==> src/rtl/snoop_initiator.sv <==
// ACE snoop initiator: issues one AC snoop per accepted request and gathers the CR/CD reply into one result.
// Optional busy watchdog is compiled in when SNOOP_INIT_TIMEOUT_EN is defined.

package snoop_pkg;
  typedef logic [3:0] acsnoop_t;

  localparam acsnoop_t READ_ONCE     = 4'b0000;
  localparam acsnoop_t READ_SHARED   = 4'b0001;
  localparam acsnoop_t READ_UNIQUE   = 4'b0111;
  localparam acsnoop_t CLEAN_INVALID = 4'b1001;

  typedef struct packed {
    logic was_unique;
    logic is_shared;
    logic pass_dirty;
    logic error;
    logic data_transfer;
  } crresp_t;
endpackage

package ariane_ace;
  typedef struct packed {
    logic [63:0]          addr;
    snoop_pkg::acsnoop_t  snoop;
  } ac_chan_t;

  typedef struct packed {
    logic [63:0] data;
    logic        last;
  } cd_chan_t;

  typedef struct packed {
    logic     ac_valid;
    ac_chan_t ac;
    logic     cr_ready;
    logic     cd_ready;
  } snoop_req_t;

  typedef struct packed {
    logic               ac_ready;
    logic               cr_valid;
    snoop_pkg::crresp_t cr_resp;
    logic               cd_valid;
    cd_chan_t           cd;
  } snoop_resp_t;
endpackage

module snoop_initiator
  import snoop_pkg::*;
#(
  parameter int unsigned TimeoutCycles = 1024
) (
  input  logic                     clk_i,
  input  logic                     rst_i,
  input  logic                     req_valid_i,
  output logic                     req_ready_o,
  input  logic [63:0]              req_addr_i,
  input  acsnoop_t                 req_snoop_i,
  output ariane_ace::snoop_req_t   snoop_port_o,
  input  ariane_ace::snoop_resp_t  snoop_port_i,
  output logic                     rsp_valid_o,
  input  logic                     rsp_ready_i,
  output crresp_t                  rsp_resp_o,
  output logic [127:0]             rsp_data_o,
  output logic                     busy_o,
  output logic                     timeout_o
);
  localparam int unsigned AddrW = 64;
  localparam int unsigned BeatW = 64;
  localparam int unsigned LineW = 128;

  if (TimeoutCycles < 2 || TimeoutCycles > 65535) begin : g_bad_timeout
    $error("snoop_initiator: TimeoutCycles must be within 2..65535");
  end

  typedef enum logic [2:0] {IDLE, SEND_AC, WAIT_CR, WAIT_CD, RESP} state_e;

  state_e            r_state;
  logic              r_req_ready;
  logic              r_ac_valid;
  logic              r_cr_ready;
  logic              r_cd_ready;
  logic              r_rsp_valid;
  logic              r_busy;
  logic              r_beat;
  logic [AddrW-1:0]  r_addr;
  acsnoop_t          r_snoop;
  crresp_t           r_resp;
  logic [LineW-1:0]  r_data;
  logic              w_supported;

  assign w_supported = (req_snoop_i == CLEAN_INVALID) || (req_snoop_i == READ_SHARED) ||
                       (req_snoop_i == READ_ONCE)     || (req_snoop_i == READ_UNIQUE);

  // Transaction FSM; every handshake output is a register updated with the state.
  always_ff @(posedge clk_i or posedge rst_i) begin
    if (rst_i) begin
      r_state     <= IDLE;
      r_req_ready <= 1'b1;
      r_ac_valid  <= 1'b0;
      r_cr_ready  <= 1'b0;
      r_cd_ready  <= 1'b0;
      r_rsp_valid <= 1'b0;
      r_busy      <= 1'b0;
      r_beat      <= 1'b0;
      r_addr      <= '0;
      r_snoop     <= '0;
      r_resp      <= '0;
      r_data      <= '0;
    end else begin
      case (r_state)
        IDLE: begin
          if (req_valid_i) begin
            r_addr      <= req_addr_i & ~AddrW'(4'hF);
            r_snoop     <= req_snoop_i;
            r_data      <= '0;
            r_resp      <= '0;
            r_beat      <= 1'b0;
            r_req_ready <= 1'b0;
            r_busy      <= 1'b1;
            if (w_supported) begin
              r_ac_valid <= 1'b1;
              r_state    <= SEND_AC;
            end else begin
              r_resp.error <= 1'b1;
              r_rsp_valid  <= 1'b1;
              r_state      <= RESP;
            end
          end
        end
        SEND_AC: begin
          if (snoop_port_i.ac_ready) begin
            r_ac_valid <= 1'b0;
            r_cr_ready <= 1'b1;
            r_state    <= WAIT_CR;
          end
        end
        WAIT_CR: begin
          if (snoop_port_i.cr_valid) begin
            r_cr_ready <= 1'b0;
            r_resp     <= snoop_port_i.cr_resp;
            if (snoop_port_i.cr_resp.data_transfer) begin
              r_cd_ready <= 1'b1;
              r_state    <= WAIT_CD;
            end else begin
              r_rsp_valid <= 1'b1;
              r_state     <= RESP;
            end
          end
        end
        WAIT_CD: begin
          // Always two beats; a misplaced last flag only marks the result as erroneous.
          if (snoop_port_i.cd_valid) begin
            if (!r_beat) begin
              r_data[BeatW-1:0] <= snoop_port_i.cd.data;
              r_beat            <= 1'b1;
              if (snoop_port_i.cd.last) r_resp.error <= 1'b1;
            end else begin
              r_data[LineW-1:BeatW] <= snoop_port_i.cd.data;
              r_beat                <= 1'b0;
              if (!snoop_port_i.cd.last) r_resp.error <= 1'b1;
              r_cd_ready  <= 1'b0;
              r_rsp_valid <= 1'b1;
              r_state     <= RESP;
            end
          end
        end
        RESP: begin
          if (rsp_ready_i) begin
            r_rsp_valid <= 1'b0;
            r_busy      <= 1'b0;
            r_req_ready <= 1'b1;
            r_state     <= IDLE;
          end
        end
        default: begin
          r_state     <= IDLE;
          r_req_ready <= 1'b1;
          r_ac_valid  <= 1'b0;
          r_cr_ready  <= 1'b0;
          r_cd_ready  <= 1'b0;
          r_rsp_valid <= 1'b0;
          r_busy      <= 1'b0;
        end
      endcase
    end
  end

`ifdef SNOOP_INIT_TIMEOUT_EN
  localparam int unsigned WdogW = 16;

  logic [WdogW-1:0] r_wdog;
  logic             r_timeout;

  // r_wdog holds (busy cycle index - 1), so setting at TimeoutCycles-2 raises the flag in busy cycle TimeoutCycles.
  always_ff @(posedge clk_i or posedge rst_i) begin
    if (rst_i) begin
      r_wdog    <= '0;
      r_timeout <= 1'b0;
    end else if (r_state == IDLE || (r_state == RESP && rsp_ready_i)) begin
      r_wdog    <= '0;
      r_timeout <= 1'b0;
    end else begin
      if (r_wdog != '1) r_wdog <= r_wdog + WdogW'(1);
      if (r_wdog == WdogW'(TimeoutCycles - 2)) r_timeout <= 1'b1;
    end
  end

  assign timeout_o = r_timeout;
`else
  assign timeout_o = 1'b0;
`endif

  assign req_ready_o           = r_req_ready;
  assign snoop_port_o.ac_valid = r_ac_valid;
  assign snoop_port_o.ac.addr  = r_addr;
  assign snoop_port_o.ac.snoop = r_snoop;
  assign snoop_port_o.cr_ready = r_cr_ready;
  assign snoop_port_o.cd_ready = r_cd_ready;
  assign rsp_valid_o           = r_rsp_valid;
  assign rsp_resp_o            = r_resp;
  assign rsp_data_o            = r_data;
  assign busy_o                = r_busy;

endmodule

==> config.mk <==
export PLATFORM = sky130hd
export DESIGN_NAME = snoop_initiator
export DESIGN_NICKNAME = d
export VERILOG_FILES = /design/src/rtl/snoop_initiator.sv
export SDC_FILE = /design/constraint.sdc
export NUM_CORES = 1
export LEC_CHECK = 0
export CAP_MARGIN = 20
export CORE_MARGIN = 2
export CORE_UTILIZATION = 46
export CTS_CLUSTER_SIZE = 10
export DETAILED_ROUTE_END_ITERATION = 16
export HOLD_SLACK_MARGIN = 0.05
export PLACE_DENSITY = 0.95
export SYNTH_ARGS = -nofsm -noshare
export SYNTH_HDL_FRONTEND = slang
export SYNTH_SLANG_ARGS = --single-unit
==> constraint.sdc <==
create_clock -name clk_i -period 16.6 [get_ports clk_i]
set_input_delay 3.32 -clock clk_i [delete_from_list [all_inputs] [get_ports clk_i]]
set_output_delay 3.32 -clock clk_i [all_outputs]
set_load 0.01 [all_outputs]
After elaboration in Yosys (flattened, before gate mapping) --
Cells that the tools add are included.
Cells by class: bitwise logic cells 5, equality and inequality tests 20, reduce and logical (&&, ||, !) cells 24, mux-type cells 52
Operators with widths (count):
- two-way mux 128 bit | 2
- case mux 128 bit (2 select lines) | 1
- two-way mux 64 bit | 2
- two-way mux 1 bit | 26
- two-way mux 3 bit | 8
- inequality test 2 bit (second input constant) | 11
- case mux 1 bit (3 select lines) | 6
- case mux 3 bit (5 select lines) | 1
- AND reduction 3 bit | 4
- AND reduction 4 bit | 3
- AND reduction 6 bit | 2
- OR reduction 3 bit | 4
- two-way mux 5 bit | 2
- AND reduction 8 bit | 1
- equality test 3 x 2 -> 1 bit (second input constant) | 2
- inequality test 3 bit (second input constant) | 2
- case mux 3 bit (2 select lines) | 1
- NOT 1 bit | 5
- case mux 1 bit (5 select lines) | 1
- AND reduction 5 bit | 1
- equality test 4 x 1 -> 1 bit (second input constant) | 1
- equality test 4 x 3 -> 1 bit (second input constant) | 1
- equality test 4 bit (second input constant) | 1
- logical NOT 4 bit | 1
- 8 further kinds | 12
Word-level totals: output and inout port bits 208, bits of input ports 145, register bits 207, logic and storage cells 118

Logic depth before layout (Yosys ltp) --
depth after elaboration 7, depth in mapped cells 8, mapped depth without buffers 4

Least setup slack after synthesis --
Ideal clock, no wire load.
kind input-to-reg, start point input port req_valid_i, end point register r_addr[10], setup time 0.125 ns, stages on the path 5, arrival time 4.433 ns, path slack 12.043 ns, data required time 16.475 ns, buffers on the path 2, path through or3b_4 -> nor2_2 -> buf_4 -> buf_6 -> mux2_2
On the way: cells in the longest elaborated chain, start to end 1
Ends and longest elaborated chain:
- from (decl) | RTL line 55 | input logic req_valid_i,
- AND reduction 2 bit (no line)
- to (signal assigned) | RTL line 114 | r_addr <= req_addr_i & ~AddrW'(4'hF);
- to (decl) | RTL line 86 | logic [AddrW-1:0] r_addr;
No other way between the ends. A chain may end at the register's enable or synchronous reset.

Worst setup path after layout --
start point input port req_valid_i, end point register r_data[111], in the netlist rsp_data_o[111]
On the way: cells in the longest elaborated chain, start to end 2
Ends and longest elaborated chain:
- inequality test 2 bit (no line)
- AND reduction 4 bit (no line)
- to (signal, indexed assignment) | RTL line 155 | r_data[BeatW-1:0] <= snoop_port_i.cd.data;
- to (signal, indexed assignment) | RTL line 159 | r_data[LineW-1:BeatW] <= snoop_port_i.cd.data;
- to (decl) | RTL line 89 | logic [LineW-1:0] r_data;
No other way between the ends.

==> flow_summary.rst <==
.. list-table::
   :header-rows: 1

   * - Metric
     - Value
   * - Dominant cell by count in the synthesized netlist
     - sky130_fd_sc_hd__dfrtp_1
   * - Number of top-level design ports
     - 353
   * - Cts bufs inserted
     - 24
   * - Clock insertion delay at the later pin of the skew report
     - 0.51 ns
   * - Setup repair bufs after CTS
     - 0
   * - Number of antenna repair diodes
     - 0
   * - Total number of nets in the final design
     - 1,138
   * - Crit path required time
     - 16.98 ns
   * - Count of buffers inserted at the top-level ports
     - 343
   * - Post-route clock skew
     - 0.01153 ns
   * - Period utilization
     - 32.43%
   * - Proportion of synthesized flip-flops having asynchronous set or reset
     - 100.0%
   * - CP endpoint kind
     - flip-flop
   * - Category of cells accounting for the largest share of critical-path delay
     - buffers and inverters
   * - Top cell type's share of synthesized area
     - 63.33%
   * - Peak fanout along the critical path
     - 40
   * - Syn. warnings
     - 0
   * - Area of the placeable core
     - 0.01730 mm²
   * - DR WL/cell
     - 19.91 µm
   * - Worst-case clock buffer depth
     - 3
   * - Critical-path top delay cell
     - sky130_fd_sc_hd__nand3_2
   * - Count of buffering cells on the critical path with inverters included
     - 2
   * - Worst Setup Path Type
     - input port to flip-flop
   * - Outcome
     - complete, no violations
   * - Post-route DRC
     - 0
   * - Number of antenna violations at the first check in global routing
     - 0
   * - Post-synthesis cell type with the largest combined area
     - sky130_fd_sc_hd__dfrtp_1
   * - Most used standard cells in the synthesized netlist
     - 206 x sky130_fd_sc_hd__dfrtp_1, 144 x sky130_fd_sc_hd__nand2_1, 65 x sky130_fd_sc_hd__a22o_1, 65 x sky130_fd_sc_hd__mux2_2, 51 x sky130_fd_sc_hd__o21ai_0
   * - Number of gates resized after cts
     - 0
   * - Initial core utilization
     - 47.06%
   * - GR Util All Layers
     - 25.63%
   * - Total Neg Setup Slack
     - 0 ns
   * - Number of filler instances in the final layout
     - 1,103
   * - Routed vias/inst
     - 5.410
   * - Worst slew pin tran
     - 0.9622 ns
   * - Clock tree from TritonCTS
     - yes
   * - Cell at the root of the clock tree
     - sky130_fd_sc_hd__clkbuf_16
   * - Global-route wire length before repair
     - 37,400 µm
   * - Relative slew slack
     - 35.85%
   * - Number of detailed-routing iterations run before antenna repair
     - 6
   * - Die area
     - 0.01878 mm²
   * - Prevailing post-synth register cell
     - sky130_fd_sc_hd__dfrtp_1
   * - Fraction of final layout cells sized beyond drive strength 1
     - 10.77%
   * - Static power due to leakage
     - 5.161 nW
   * - Area Overhead vs Synth
     - 50.58%
   * - Half-perimeter wire length of the detailed placement result
     - 16,420 µm
   * - Clock slew at the register clock pins of the worst setup and hold paths
     - 0.06 ns
   * - Post-DRT Antenna Nets
     - 0
   * - GRT Residual Overflow
     - 0
   * - Clock sinks
     - 207
   * - Final cell count without fillers
     - 1,228
   * - Number of enable flip-flop cells after synthesis
     - 0
   * - X dimension of the die
     - 137.0 µm
   * - Slowest stage delay, CP
     - 0.60 ns
   * - Total of flip-flops plus latches after synthesis
     - 207
   * - Average footprint of a synthesized cell
     - 12.13 µm²
   * - Number of pins with negative max-slew slack in the final report
     - 0
   * - Sequential cell area in the final layout
     - 0.005181 mm²
   * - Number of H-tree branching levels
     - 1
   * - Max-capacitance violation count
     - 0
   * - Worst IR drop on VDD
     - 125.5 µV
   * - Area of combinational cells with multiple inputs
     - 0.002621 mm²
   * - Count of mapped cells out of synthesis
     - 671
   * - Number of placed instances with taps included
     - 1,192
   * - Violation count after the first detailed-routing iteration
     - 337
   * - Path category of the worst min-delay check
     - flip-flop to flip-flop
   * - Post-synth design cell area
     - 0.008140 mm²
   * - Clock period minus final worst setup slack
     - 5.383 ns
   * - Detailed-route wire length
     - 24,450 µm
   * - Number of standard-cell rows in the floorplan
     - 48
   * - Via count of the first global-routing pass
     - 6,742
   * - Maximum number of pins on one net before global-route repair
     - 132
   * - CP startpoint kind
     - input port
   * - Unrepaired setup endpoints after global routing
     - no
   * - Data arrival at the endpoint of the critical path
     - 5.76 ns
   * - Cells along the critical path
     - clkdlybuf4s50_1 > nor3_1 > a31oi_1 > nand3_2 > buf_4 > a22o_1
   * - Vias
     - 6,644
   * - Pwr Density
     - 146.2 mW/mm²
   * - Achievable clock frequency
     - 0.1858 GHz
   * - Final GP Congestion
     - 0.8006
   * - Top post-synthesis cells by area
     - sky130_fd_sc_hd__dfrtp_1 63%, sky130_fd_sc_hd__mux2_2 9.0%, sky130_fd_sc_hd__a22o_1 7.0%
   * - Final hold viol count
     - 0
   * - Overall die height
     - 137.0 µm
   * - Number of setup violations in the final report
     - 0
   * - Synth cell types
     - 47
   * - Sequential cell area fraction in the yosys report
     - 63.65%
   * - Number of hold buffers added after cts
     - 0
## cell usage in the layout, fill, tap and decap left out, types with 8 or more instances in the layout
| master | Yosys | final |
|---|---|---|
| sky130_fd_sc_hd__mux2_2 | 65 | 65 |
| sky130_fd_sc_hd__o21ai_1 | 23 | 23 |
| sky130_fd_sc_hd__nand2_1 | 144 | 144 |
| sky130_fd_sc_hd__clkbuf_16 | 0 | 25 |
| sky130_fd_sc_hd__o21ai_0 | 51 | 51 |
| sky130_fd_sc_hd__a21oi_1 | 8 | 8 |
| sky130_fd_sc_hd__clkbuf_1 | 12 | 10 |
| sky130_fd_sc_hd__a22o_1 | 65 | 65 |
| sky130_fd_sc_hd__clkdlybuf4s50_1 | 0 | 343 |
| sky130_fd_sc_hd__dfrtp_1 | 206 | 206 |
## registers in the layout (all words and copies together), names as in the netlist
signal / cells
rsp_data_o: 128
r_addr: 60
rsp_resp_o: 5
r_snoop: 4
r_state: 3
busy_o: 1
r_ac_valid: 1
r_beat: 1
r_cd_ready: 1
r_cr_ready: 1
req_ready_o: 1
rsp_valid_o: 1
## path summary, 6_finish.rpt
check,startpoint,endpoint,slack [ns],depth (start not counted)
max,req_valid_i,rsp_data_o[111],11.22,6
max reg2reg,r_state[1],rsp_data_o[111],13.67,5
min in group asynchronous,rst_i,r_addr[37],3.40,2
min reg2reg,rsp_data_o[57],rsp_data_o[57],0.48,2
max in group asynchronous,rst_i,rsp_data_o[62],11.62,3
min,rsp_data_o[57],rsp_data_o[57],0.48,2
## worst reg2reg max path: cells and delay by family (launching register included)
family | cells | cell delay [ns]
AO/OA/AOI/OAI | 2 | 0.62
buffers and inverters | 1 | 0.53
flip-flops | 1 | 0.85
AND/OR/NAND/NOR | 2 | 0.81
## kinds of logic (layout without fill, tap and decap cells)
kind of cell | count (synthesis) | in the layout | synth area share (%)
buf+inv | 60 | 388 | 4.519
xor+xnor | 1 | 1 | 0.1076
mux | 66 | 66 | 9.115
simple gates | 173 | 173 | 8.869
compound gates | 163 | 163 | 13.70
flops | 207 | 207 | 63.65
other cells | 1 | 5 | 0.04607
## power by group
part / switching (W) / internal (W)
clock network: 0.000195 / 0.000277
logic: 0.000298 / 0.000332
registers: 0.0000783 / 0.000612
total: 0.000571 / 0.00122
## layout make-up
class	count	area share, %
Sequential cell	207	42.27
Timing Repair Buffer	349	28.38
Multi-Input combinational cell	408	21.38
Clock buffer	36	5.522
Tap cell	225	2.297
Inverter	3	0.1531
## metrics by stage
stage	hold WS, ns	utilization, %	setup slack, ns	total power (W)	cell area [µm²]
floorplan	0.4692	-	7.629	0.001028	8155
global placement	0.4598	66.96	10.78	0.001303	11580
detailed placement	0.4690	66.96	10.74	0.001326	11580
CTS	0.4808	70.87	11.28	0.001803	12260
global route	0.5031	70.87	11.04	0.001875	12260
finish	0.4760	70.87	11.22	0.001792	12260
## per-layer routing
| metal | up-vias | GRT usage [%] | wire length, µm |
|---|---|---|---|
| li1 | 2977 | - | - |
| met1 | 3308 | 32.29 | 9191 |
| met2 | 298 | 43.62 | 12600 |
| met3 | 61 | 5.926 | 1924 |
| met4 | 0 | 8.591 | 731 |
| met5 | - | 0 | 0 |
Power figures use the tool's default switching activity.
